===== src/rtl/cpu_pkg.sv =====
// Shared CPU definitions: hazard-controller FSM states, default multiplier
// occupancy and register index width.
package cpu_pkg;

  typedef enum logic {
    IDLE,
    MUL_BUSY
  } state_e;

  localparam int unsigned MUL_LAT_DEF = 4;
  localparam int unsigned REG_W       = 5;

endpackage


===== src/rtl/sat_counter.sv =====
// Event counter that sticks at all-ones instead of wrapping.
module sat_counter #(
  parameter int unsigned WIDTH = 32
) (
  input  logic             clk,
  input  logic             rst_n,
  input  logic             inc,
  output logic [WIDTH-1:0] count
);

  always_ff @(posedge clk or negedge rst_n) begin
    if (!rst_n) begin
      count <= '0;
    end else if (inc && (count != '1)) begin
      count <= count + WIDTH'(1);
    end
  end

endmodule


===== src/rtl/hazard_ctrl.sv =====
// Pipeline hazard controller: taken-branch flush, load-use stall and multi-cycle
// MUL sequencing. Define HAZARD_CTRL_PERF_EN to add stall/flush event counters.
module hazard_ctrl
  import cpu_pkg::*;
#(
  parameter int unsigned MUL_LAT = MUL_LAT_DEF
) (
  input  logic             clk,
  input  logic             rst_n,
  input  logic             D_valid,
  input  logic [REG_W-1:0] D_ra,
  input  logic [REG_W-1:0] D_rb,
  input  logic             D_mul,
  input  logic             E_ld,
  input  logic [REG_W-1:0] E_rd,
  input  logic             E_brn_taken,
  output logic             F_stall,
  output logic             D_stall,
  output logic             D_flush,
  output logic             E_bubble,
  output logic             mul_start,
  output logic             mul_done,
  output logic             mul_abort,
  output logic             busy
`ifdef HAZARD_CTRL_PERF_EN
  ,
  output logic [31:0]      stall_cnt,
  output logic [31:0]      flush_cnt
`endif
);

  localparam logic [3:0] CNT_INIT = 4'(MUL_LAT - 2);

  state_e     state_q, state_d;
  logic [3:0] cnt_q, cnt_d;
  logic       load_use;

  assign load_use = D_valid && E_ld && (E_rd != '0) && ((E_rd == D_ra) || (E_rd == D_rb));

  always_ff @(posedge clk or negedge rst_n) begin
    if (!rst_n) begin
      state_q <= IDLE;
      cnt_q   <= '0;
    end else begin
      state_q <= state_d;
      cnt_q   <= cnt_d;
    end
  end

  // Outputs are gated by rst_n so they read 0 while reset is held, even with
  // a taken branch on the inputs.
  always_comb begin
    state_d   = state_q;
    cnt_d     = cnt_q;
    F_stall   = 1'b0;
    D_stall   = 1'b0;
    D_flush   = 1'b0;
    E_bubble  = 1'b0;
    mul_start = 1'b0;
    mul_done  = 1'b0;
    mul_abort = 1'b0;
    busy      = 1'b0;
    if (rst_n) begin
      unique case (state_q)
        IDLE: begin
          if (E_brn_taken) begin
            D_flush  = 1'b1;
            E_bubble = 1'b1;
          end else if (load_use) begin
            F_stall  = 1'b1;
            D_stall  = 1'b1;
            E_bubble = 1'b1;
          end else if (D_valid && D_mul) begin
            mul_start = 1'b1;
            F_stall   = 1'b1;
            D_stall   = 1'b1;
            E_bubble  = 1'b1;
            state_d   = MUL_BUSY;
            cnt_d     = CNT_INIT;
          end
        end
        MUL_BUSY: begin
          busy = 1'b1;
          if (E_brn_taken) begin
            mul_abort = 1'b1;
            D_flush   = 1'b1;
            E_bubble  = 1'b1;
            state_d   = IDLE;
            cnt_d     = '0;
          end else if (cnt_q != '0) begin
            F_stall  = 1'b1;
            D_stall  = 1'b1;
            E_bubble = 1'b1;
            cnt_d    = cnt_q - 4'd1;
          end else begin
            mul_done = 1'b1;
            state_d  = IDLE;
          end
        end
        default: begin
          state_d = IDLE;
          cnt_d   = '0;
        end
      endcase
    end
  end

`ifdef HAZARD_CTRL_PERF_EN
  sat_counter #(.WIDTH(32)) u_stall_cnt (
    .clk   (clk),
    .rst_n (rst_n),
    .inc   (F_stall),
    .count (stall_cnt)
  );

  sat_counter #(.WIDTH(32)) u_flush_cnt (
    .clk   (clk),
    .rst_n (rst_n),
    .inc   (D_flush),
    .count (flush_cnt)
  );
`endif

endmodule

===== config.mk =====
export PLATFORM = sky130hd
export DESIGN_NAME = hazard_ctrl
export DESIGN_NICKNAME = d
export VERILOG_FILES = /design/src/rtl/cpu_pkg.sv /design/src/rtl/sat_counter.sv /design/src/rtl/hazard_ctrl.sv
export SDC_FILE = /design/constraint.sdc
export NUM_CORES = 1
export LEC_CHECK = 0
export ABC_AREA = 1
export BUFFER_PORTS_ARGS = -buffer_cell sky130_fd_sc_hd__buf_4
export CORE_UTILIZATION = 45
export CTS_CLUSTER_DIAMETER = 80
export DETAILED_ROUTE_END_ITERATION = 16
export GPL_TIMING_DRIVEN = 0
export PLACE_DENSITY = 0.84
export SETUP_SLACK_MARGIN = 0.2
export SKIP_CTS_REPAIR_TIMING = 1
export SLEW_MARGIN = 20
export SYNTH_ARGS = -nofsm -noshare
export SYNTH_HDL_FRONTEND = slang
export SYNTH_SLANG_ARGS = --single-unit

===== constraint.sdc =====
create_clock -name clk -period 1.86 [get_ports clk]
set_input_delay 0.186 -clock clk [delete_from_list [all_inputs] [get_ports clk]]
set_output_delay 0.186 -clock clk [all_outputs]
set_load 0.05 [all_outputs]

==> results of run 1 <==
synth_stat cells:
library cell,number,share of area (%)
or2_2,1,0.99
nor2_1,16,9.5
a21oi_4,1,2.6
nand2_1,35,21
nand3_1,5,3.9
o21ai_1,1,0.79
a21oi_2,1,1.4
a21oi_1,2,1.6
inv_2,5,3.0
dfrtp_1,5,20
a31oi_1,1,0.99
inv_1,18,11
nand2_2,4,3.9
nor2_2,1,0.99
nand3b_1,1,1.2
nand3_2,1,1.6
nor3b_1,1,1.2
o21ai_0,1,0.79
xnor2_1,2,2.8
nand4_1,6,5.9
nand3_4,1,2.8
ha_1,1,2.0
buf_4,1,1.2
metrics by stage:
step / util (%) / instance area [sq um]
after global placement: 67.1 / 873
after CTS: 69.1 / 900
after floorplan: - / 644
after detailed placement: 67.1 / 873
after global routing: 77.0 / 1000
final: 77.0 / 1000
worst max-delay path: cells and delay by family (launching register included):
kind                       cells  cell delay, ns
AOI/OAI and AO/OA              1            0.06
adders and majority gates      1            0.15
buffers and inverters          4            0.43
DFF                            1            0.39
and+or+nand+nor                3            0.26
layer usage:
layer / up-vias / routed length, microns / share of wire (%) / track usage [%]
li1: 415 / - / - / -
met1: 369 / 736 / 38 / 25.2
met2: 29 / 1020 / 53 / 41.8
met3: 8 / 121 / 6.3 / 8.52
met4: 0 / 52 / 2.7 / 7.76
met5: - / 0 / 0 / 0
cell type report:
class / count / area [sq um]
flip-flops and latches: 5 / 126
fillers: 110 / 299
inverters: 23 / 88.8
well taps: 15 / 18.8
multi-input cells: 82 / 465
plain buffers: 1 / 11.3
clock buffers: 4 / 26.3
repair buffers: 33 / 265
flip-flops by register name, summed over array words and instances (netlist names):
signal   flops
state_q      1
cnt_q        4
kinds of logic after synthesis:
family	after synthesis
xor gates and xnor gates	2
DFF	5
adders and majority gates	1
AOI/OAI and AO/OA	7
buffers and inverters	24
and+or+nand+nor	72
path summary, 6_finish.rpt:
check | cells past startpoint | to | startpoint
max reg2reg | 10 | cnt_q[3]$_DFFE_PN0P_ | cnt_q[1]$_DFFE_PN0P_
min reg2reg | 2 | cnt_q[2]$_DFFE_PN0P_ | cnt_q[2]$_DFFE_PN0P_
max | 9 | F_stall | cnt_q[1]$_DFFE_PN0P_
max in group asynchronous | 2 | state_q$_DFFE_PN0P_ | rst_n
min in group asynchronous | 2 | cnt_q[3]$_DFFE_PN0P_ | rst_n
min | 4 | cnt_q[0]$_DFFE_PN0P_ | E_brn_taken
power groups by stage:
stage	Combinational, mW	Sequential [mW]	Clock (mW)
final	0.604	0.195	0.139
after global routing	0.650	0.196	0.148
after global placement	0.410	0.179	0
after floorplan	0.308	0.172	0
after detailed placement	0.425	0.181	0
after CTS	0.426	0.180	0.138
==> impl_results.md, run 1 <==
* Synth warn at 0
* Mapped Nets at 133
* Max cap viols at 0
* TritonCTS clock tree: yes
* Total global-route track usage at 23.5%
* DR pass1 iterations at 4
* Root buf cell: clkbuf_4
* WS Path Type: register to primary output
* Critical Path RT at 1.67 ns
* Final Setup Violations at 0
* Antenna Nets Post-Route at 0
* Setup crit start kind: register
* Sequential fraction of the synthesis area at 19.7%
* Layout cells sized above 1 at 41.2%
* Mean Syn Cell Area at 5.71 sq um
* Synth Area in XOR/XNOR at 2.76%
* Worst setup slack after layout at 0.129 ns
* Drt via density at 5.04
* WL/cell at 11.8 microns
* Diodes inserted at 0
* Area growth from synthesis to layout at 58.0%
* Clk_skew at 0.00530 ns
* Outcome: completed
* Critical path's largest stage delay at 0.39 ns
* Slew headroom at 84.6%
* F_max at 578 MHz
* Synth Area in Compound Gates at 8.09%
* Synth Area in Adders at 1.97%
* Pwr Density at 935 nW/um^2
* #FFs+latches synth at 5
* Placed Instances at 154
* Synth Instances at 111
* Num CTS Buffers at 3
* CP max stage cell: dfrtp_1
* Die Y at 39.5 microns
* Largest family of logic cells by synthesized area: simple AND/OR/NAND/NOR gates
* Total wire length at 1.93 mm
* Sequential share of power at 20.8%
* Logic pwr share at 64.4%
* Clk pin slew, worst setup/hold paths at 0.04 ns
* Count of final hold-check violations at 0
* First-pass GRT wire length at 2.39 mm
* Site row count at 13
* DIE AREA at 1560 sq um
* Leakage power at 0.564 nW
* Most frequent cells in the layout: 34 x nand2_1, 29 x buf_4, 14 x inv_1, 13 x nor2_1, 8 x inv_2
* Io pins at 29
* Arr. time, crit path at 1.55 ns
* Setup TNS at 0 ns
* Place WS at 0.244 ns
* Worst-margin pin slew at 0.231 ns
* Clock network fraction of total power at 14.8%
* Distinct cell type count after synthesis at 23
* Vias in the first global route at 597
* Finished Layout Cells at 163
* Pint at 478 uW
* Final Net Count at 171
* Die Wd at 39.5 microns
* Worst skew pair latency at 0.26 ns
* Hold Crit Class: primary input to register
* Final period util at 93.1%
* Max Root-Sink Buffers at 2
* Capturing element type of the critical path: primary output
* Crit path max fanout at 3
* DRC errors left at 0
* Final hold slack at 0.325 ns
* Routed via count at 821
* RSZ-0062 raised after global routing: true
* Grt total ovfl at 0
* Peak supply drop at 614 uV
* Min Tclk post-route at 1.73 ns
* Largest net degree at the start of global routing at 11
* P_sw at 460 uW
* Port bufs at 28
* Initial antenna violation count at 0
* CTS Sinks at 5
* DP HPWL at 1.28 mm
* Max Slew Vio Count at 0
* Commonest non-fill, non-tap cell in the layout: nand2_1
* Crit-path cells: inv_2 -> ha_4 -> nand2_4 -> nor2_4 -> nor2_4 -> inv_2 -> a21oi_4 -> buf_6 -> buf_8
* Switch share at 49.0%
* Reg2reg setup slack at 0.34 ns
* Gpl congestion at 0.791
* Mapped cell area at 634 sq um
* Simple-gate portion of the synthesized area at 52.7%
* H-tree levels at 1
* Post-route total power at 937 uW
* Mux share of post-synthesis cell area at 0%
* Initial DRC count at 34
* Total core area at 1300 sq um
* Starting Density at 48.7%
(Power assumes the default switching activity.)
==> run 2: changes to the inputs <==
--- a/config.mk
+++ b/config.mk
@@ -5,13 +5,12 @@
 export SDC_FILE = /design/constraint.sdc
 export NUM_CORES = 1
 export LEC_CHECK = 0
-export ABC_AREA = 1
 export BUFFER_PORTS_ARGS = -buffer_cell sky130_fd_sc_hd__buf_4
-export CORE_UTILIZATION = 45
+export CORE_UTILIZATION = 43
 export CTS_CLUSTER_DIAMETER = 80
 export DETAILED_ROUTE_END_ITERATION = 16
 export GPL_TIMING_DRIVEN = 0
-export PLACE_DENSITY = 0.84
+export PLACE_DENSITY = 0.83
 export SETUP_SLACK_MARGIN = 0.2
 export SKIP_CTS_REPAIR_TIMING = 1
 export SLEW_MARGIN = 20
==> run 2 against run 1 <==
Against the previous run:
- the run now ends with negative setup slack left
- via count shrank 12%
- critical path depth shrank 1
- total power decreased by 15%
- clock skew up 0.0015 ns
- wire length rose by 13%
- clock-buffer cell count unchanged
==> impl_results.md, run 2 <==
* First-pass GRT wire length at 2.50 mm (+4.6%)
* Logic pwr share at 61.9% (-2.5 points)
* Starting Density at 48.7% (about the same)
* Filler instances at 54 (-51%)
* Commonest non-fill, non-tap cell in the layout: buf_4
* Top FF cell, synth: dfrtp_1
* Depth of the worst hold-timing path at 4 (unchanged)
* Leakage power at 0.473 nW (-16%)
* Gpl congestion at 0.726 (-8.1%)
* Layout cells sized above 1 at 55.0% (+14 points)
* Number of flip-flops in the largest register at 4 (unchanged)
* Final Setup Violations at 6 (+6)
* Most numerous cell in the Yosys netlist: xnor2_1
* Worst setup slack after layout at -0.160 ns (-0.289 ns)
* Antenna Nets Post-Route at 0 (unchanged)
* Post-synth top area share at 21.9% (+1.2 points)
* Mapped cell area at 571 sq um (-10%)
* Mapped Nets at 92 (-31%)
* Final Net Count at 134 (-22%)
* Hold Crit Class: primary input to register
* R2R Path Start: cnt_q[1]$_DFFE_PN0P_
* Num CTS Buffers at 3 (unchanged)
* Initial antenna violation count at 0 (unchanged)
* Synth Instances at 70 (-37%)
* Area growth from synthesis to layout at 84.4%
* DR pass1 iterations at 4 (unchanged)
* Critical R2R Capture: cnt_q[2]$_DFFE_PN0P_
* Initial DRC count at 36 (+5.9%)
* CTS Sinks at 5 (unchanged)
* Switch share at 39.9% (-9.1 points)
* P_sw at 316 uW (-31%)
* Largest net degree at the start of global routing at 13 (+2)
* Arr. time, crit path at 1.83 ns (+0.28 ns)
* Worst Reg-to-Reg Cells at 8 (-2)
* WS Path Type: primary input to primary output
* Max Root-Sink Buffers at 2 (unchanged)
* Async SR Flop Fraction at 100% (unchanged)
* Total core area at 1170 sq um (-10%)
* Io pins at 29 (unchanged)
* Top Registers: cnt_q: 4 flops, state_q: 1 flops
* Clk pin slew, worst setup/hold paths at 0.05 ns (about the same)
* Pwr Density at 754 nW/um^2 (-19%)
* DP HPWL at 1.25 mm (-2.3%)
* Placed Area at 872 sq um (-0.14%)
* Drt via density at 5.75 (+14%)
* Hold path start: rst_n
* Crit path max fanout at 4 (+1)
* Slew headroom at 69.6% (-15 points)
* H-tree levels at 1 (unchanged)
* Pint at 477 uW (-0.23%)
* Design Area, Final at 1050 sq um (+5.0%)
* Max cap viols at 0 (unchanged)
* #FFs+latches synth at 5 (unchanged)
* Total global-route track usage at 25.2% (+1.7 points)
* Total wire length at 2.18 mm (+13%)
* TritonCTS clock tree: yes
* Post-route total power at 793 uW (-15%)
* Die Wd at 38.4 microns (-2.8%)
* Final core occ at 89.9% (+13 points)
* Worst-margin pin slew at 0.455 ns (+0.225 ns)
* Synth area leader: dfrtp_1
* Diodes inserted at 0 (unchanged)
* Synth warn at 0 (unchanged)
* Max Slew Vio Count at 0 (unchanged)
* Clk_skew at 0.00678 ns (+0.00148 ns)
* DRC errors left at 0 (unchanged)
* Port bufs at 28 (unchanged)
* Critical Path RT at 1.67 ns (about the same)
* Die Y at 38.4 microns (-2.8%)
* Failing checks: negative setup slack
* Post-synth top cells: 10 x xnor2_1, 5 x dfrtp_1, 5 x nand2_1, 5 x o21ai_0, 4 x inv_1
* Mean Syn Cell Area at 8.15 sq um (+43%)
* Peak supply drop at 426 uV (-31%)
* Vias in the first global route at 596 (-0.17%)
* Sequential fraction of the synthesis area at 21.9% (+2.2 points)
* WHS Endpoint: state_q$_DFFE_PN0P_
* Clock network fraction of total power at 17.6% (+2.8 points)
* Reg2reg setup slack at -0.02 ns (-0.36 ns)
* Post-synth EDFFs at 0 (unchanged)
* Min Tclk post-route at 2.02 ns (+0.289 ns)
* Most frequent cells in the layout: 29 x buf_4, 10 x xnor2_1, 6 x buf_6, 5 x nand2_1, 5 x dfrtp_1
* Final period util at 109% (+16 points)
* DIE AREA at 1480 sq um (-5.6%)
* Routed via count at 719 (-12%)
* Distinct cell type count after synthesis at 34 (+48%)
* Final hold slack at 0.310 ns (-0.0147 ns)
* F_max at 495 MHz (-14%)
* Setup crit start kind: primary input
* Sequential share of power at 20.4% (-0.4 points)
* WL/cell at 17.4 microns (+47%)
* Site row count at 12 (-1)
* Outcome: finished with violations
* Capturing element type of the critical path: primary output
* Top cells by area, synth: dfrtp_1 22%, xnor2_1 15%, o21ai_0 4.4%
* Count of final hold-check violations at 0 (unchanged)
* Root buf cell: clkbuf_4
* Worst skew pair latency at 0.26 ns (about the same)
* Grt total ovfl at 0 (unchanged)
* Largest Register: cnt_q
* RSZ-0062 raised after global routing: true
[run 2: cell count changes in the layout (fill, tap and decap cells not counted), moves of 3 or more]
cell,change
buf_6,+3
inv_1,-13
inv_2,-5
nand2_1,-29
nand2_2,-4
nand2b_1,+3
nand3_1,-3
nand4_1,-6
nor2_1,-13
nor2_4,-3
o211ai_1,+3
xnor2_1,+8
[run 2: worst max-delay path, stage by stage]
cell and delay, ns:
buf_8 0.10, or4_4 0.55, o211ai_4 0.23, inv_2 0.06, and2_4 0.17, o31a_4 0.28, buf_6 0.12, buf_8 0.14
[run 2: power groups by stage]
stage,logic [mW],registers (mW),clock network (mW)
after global placement,0.347,0.166,0
final,0.491,0.162,0.140
after CTS,0.356,0.164,0.145
after global routing,0.518,0.166,0.148
after floorplan,0.256,0.160,0
after detailed placement,0.353,0.166,0
[run 2: cell families after synthesis]
kind of cell	share of synthesized area, %
fa+ha+maj	2.19
flops	21.9
xor+xnor	15.4
simple gates	30.7
compound gates	25.0
buf+inv	4.82
[run 2: how the worst max path moves through the flow]
stage	start	end	slack (ns)	cells after the start
final	E_rd[4]	F_stall	-0.16	8
after global routing	E_rd[4]	F_stall	-0.18	8
after CTS	E_rd[1]	E_bubble	-0.21	7
after detailed placement	E_rd[1]	E_bubble	-0.21	7
after global placement	E_rd[1]	F_stall	-0.19	8
after floorplan	E_rd[1]	F_stall	0.02	6
[run 2: cell type report]
type,instances,area (sq um),area share [%]
Multi-Input combinational cell,59,528,50.2
Inverter,4,15.0,1.43
Sequential cell,5,125,11.9
Buffer,2,22.5,2.14
Timing Repair Buffer,37,318,30.2
Tap cell,14,17.5,1.66
Clock buffer,4,26.3,2.50
[run 2: metal layers]
metal  global-route usage, %  wire length [microns]  up-vias
li1                        -                      -      337
met3                    9.30                    111        7
met5                       0                      0        -
met4                    13.8                     32        0
met2                    39.4                   1080       35
met1                    29.5                    949      340
[run 2: stage by stage]
stage	worst slack [ns]	TNS [ns]	cells
2_1_floorplan	0.0180	0	70
5_1_grt	-0.176	-0.661	125
6_report	-0.160	-0.466	125
3_3_place_gp	-0.194	-0.485	112
4_1_cts	-0.215	-0.524	116
3_5_place_dp	-0.211	-0.517	112
==> run 3: changes to the inputs <==
--- a/config.mk
+++ b/config.mk
@@ -6,9 +6,11 @@
 export NUM_CORES = 1
 export LEC_CHECK = 0
 export BUFFER_PORTS_ARGS = -buffer_cell sky130_fd_sc_hd__buf_4
-export CORE_UTILIZATION = 43
+export CORE_AREA = 2 2 39 41
+export CTS_BUF_LIST = sky130_fd_sc_hd__clkbuf_8
 export CTS_CLUSTER_DIAMETER = 80
 export DETAILED_ROUTE_END_ITERATION = 16
+export DIE_AREA = 0 0 41 43
 export GPL_TIMING_DRIVEN = 0
 export PLACE_DENSITY = 0.83
 export SETUP_SLACK_MARGIN = 0.2
==> run 3 against run 2 <==
Against the previous run:
- the run still ends with negative setup slack left
- cell count is 3.2% higher
- critical path type unchanged
- sequential share of layout area decreased by 0.30 points
- via count down 6.7%
- core utilization shrank 12 points
- highest routed layer unchanged
- flip-flop and latch count did not move
==> impl_results.md, run 3 (synthesized netlist as in run 2, its figures left out) <==
* Final period util at 109% (about the same)
* Largest Register: cnt_q
* Final Setup Violations at 4 (-2)
* Design Area, Final at 1080 sq um (+2.6%)
* Failing checks: negative setup slack
* Sequential cell area at 125 sq um (unchanged)
* Count of final hold-check violations at 0 (unchanged)
* Number of flip-flops in the largest register at 4 (unchanged)
* DR pass1 iterations at 4 (unchanged)
* Reg2reg setup slack at 0.08 ns (+0.10 ns)
* WL/cell at 13.7 microns (-22%)
* Most frequent cells in the layout: 30 x buf_4, 10 x xnor2_1, 7 x buf_6, 5 x nand2_1, 5 x dfrtp_1
* WP buf/inv at 4 (unchanged)
* Setup TNS at -0.452 ns (+0.0134 ns)
* Crit-path cells: buf_8 -> or4_4 -> o211ai_2 -> inv_1 -> and2_4 -> o31a_4 -> buf_6 -> buf_8
* Final hold slack at 0.318 ns (+0.00726 ns)
* Outcome: finished with violations
* CP top delay family: simple AND/OR/NAND/NOR gates
* Io pins at 29 (unchanged)
* Setup crit start kind: primary input
* Slew headroom at 69.6% (about the same)
* Site row count at 14 (+2)
* Layout cells sized above 1 at 54.0% (-0.97 points)
* Placed Area at 875 sq um (+0.29%)
* RSZ-0062 raised after global routing: true
* Capturing element type of the critical path: primary output
* Leakage power at 0.493 nW (+4.3%)
* DRC errors left at 0 (unchanged)
* Starting Density at 41.2% (-7.5 points)
* Die Wd at 41 microns (+6.7%)
* H-tree levels at 1 (unchanged)
* Multi-input gate area at 515 sq um (-2.4%)
* Total wire length at 1.76 mm (-19%)
* Area growth from synthesis to layout at 89.3%
* Num CTS Buffers at 3 (unchanged)
* Largest net degree at the start of global routing at 13 (unchanged)
* Critical Path RT at 1.67 ns (about the same)
* Vias in the first global route at 602 (+1.0%)
* Port bufs at 28 (unchanged)
* Initial antenna violation count at 0 (unchanged)
* Routed via count at 671 (-6.7%)
* Die Y at 43 microns (+12%)
* Place WS at -0.187 ns (+0.0241 ns)
* Worst-margin pin slew at 0.456 ns (+0.000958 ns)
* Critical path's largest stage delay at 0.53 ns (-0.02 ns)
* Max cap viols at 0 (unchanged)
* Max Root-Sink Buffers at 2 (unchanged)
* Crit path max fanout at 4 (unchanged)
* Clk pin slew, worst setup/hold paths at 0.04 ns (about the same)
* Min Tclk post-route at 2.02 ns (+0.00109 ns)
* First-pass GRT wire length at 2.30 mm (-8.0%)
* Max Slew Vio Count at 0 (unchanged)
* Initial DRC count at 5 (-86%)
* Arr. time, crit path at 1.84 ns (about the same)
* DIE AREA at 1760 sq um (+19%)
* Grt total ovfl at 0 (unchanged)
* WS Path Type: primary input to primary output
* Most frequent CP cell: buf_8
* CTS Sinks at 5 (unchanged)
* Clk_skew at 0.00165 ns (-0.00513 ns)
* F_max at 495 MHz (about the same)
* Root buf cell: clkbuf_8
* Filler instances at 109 (+100%)
* DP HPWL at 1.18 mm (-5.2%)
* Final core occ at 78.0% (-12 points)
* Total core area at 1380 sq um (+18%)
* Final Net Count at 136 (+1.5%)
* Drt via density at 5.20 (-9.6%)
* Hold Crit Class: primary input to register
* Gpl congestion at 0.712 (-2.0%)
* Pwr Density at 808 nW/um^2 (+7.2%)
* TritonCTS clock tree: yes
* Total global-route track usage at 19.1% (-6.1 points)
* Peak supply drop at 402 uV (-5.8%)
* CP max stage cell: or4_4
* Antenna Nets Post-Route at 0 (unchanged)
* Diodes inserted at 0 (unchanged)
* Commonest non-fill, non-tap cell in the layout: buf_4
* Worst setup slack after layout at -0.161 ns (-0.00109 ns)
* Worst skew pair latency at 0.23 ns (-0.03 ns)
* Top Registers: cnt_q: 4 flops, state_q: 1 flops
==> run 3: final cells by class <==
class,count,area share (%)
Clock inverter,1,0.348
Tap cell,16,1.85
Sequential cell,5,11.6
Timing Repair Buffer,39,31.2
Clock buffer,3,3.82
Buffer,2,2.09
Inverter,4,1.39
Multi-Input combinational cell,59,47.7
==> run 3: where the power goes <==
part	leakage (nW)	switching (mW)	internal (mW)	total, mW
Combinational	0.401	0.226	0.280	0.506
Clock	0.0269	0.0620	0.142	0.204
Sequential	0.0655	0.0259	0.136	0.162
==> run 3: through the flow <==
stage | power, mW | cells
2_1_floorplan | 0.416 | 70
3_5_place_dp | 0.523 | 114
3_3_place_gp | 0.511 | 114
4_1_cts | 0.729 | 118
5_1_grt | 0.920 | 129
6_report | 0.872 | 129
==> run 3: tightest hold or removal path, cell delays in order <==
cell,delay [ns]
buf_4,0.14
o21ai_0,0.07
nand2_1,0.05
o31ai_1,0.06
==> run 3: worst paths after layout <==
path | start | to | depth (start not counted)
max | E_rd[4] | F_stall | 8
min | rst_n | state_q$_DFFE_PN0P_ | 4
max reg2reg | cnt_q[0]$_DFFE_PN0P_ | cnt_q[2]$_DFFE_PN0P_ | 8
min reg2reg | cnt_q[3]$_DFFE_PN0P_ | cnt_q[3]$_DFFE_PN0P_ | 2
max in group asynchronous | rst_n | cnt_q[1]$_DFFE_PN0P_ | 2
min in group asynchronous | rst_n | cnt_q[2]$_DFFE_PN0P_ | 2
==> run 3: routing by layer <==
layer  share of wire [%]  wire length [microns]  global-route usage [%]  vias to the layer above
li1                    -                      -                       -                      338
met1                  38                    676                    22.6                      303
met2                  54                    959                    30.0                       27
met3                 5.8                    102                    4.71                        3
met4                 1.4                     24                    10.0                        0
met5                   0                      0                       0                        -
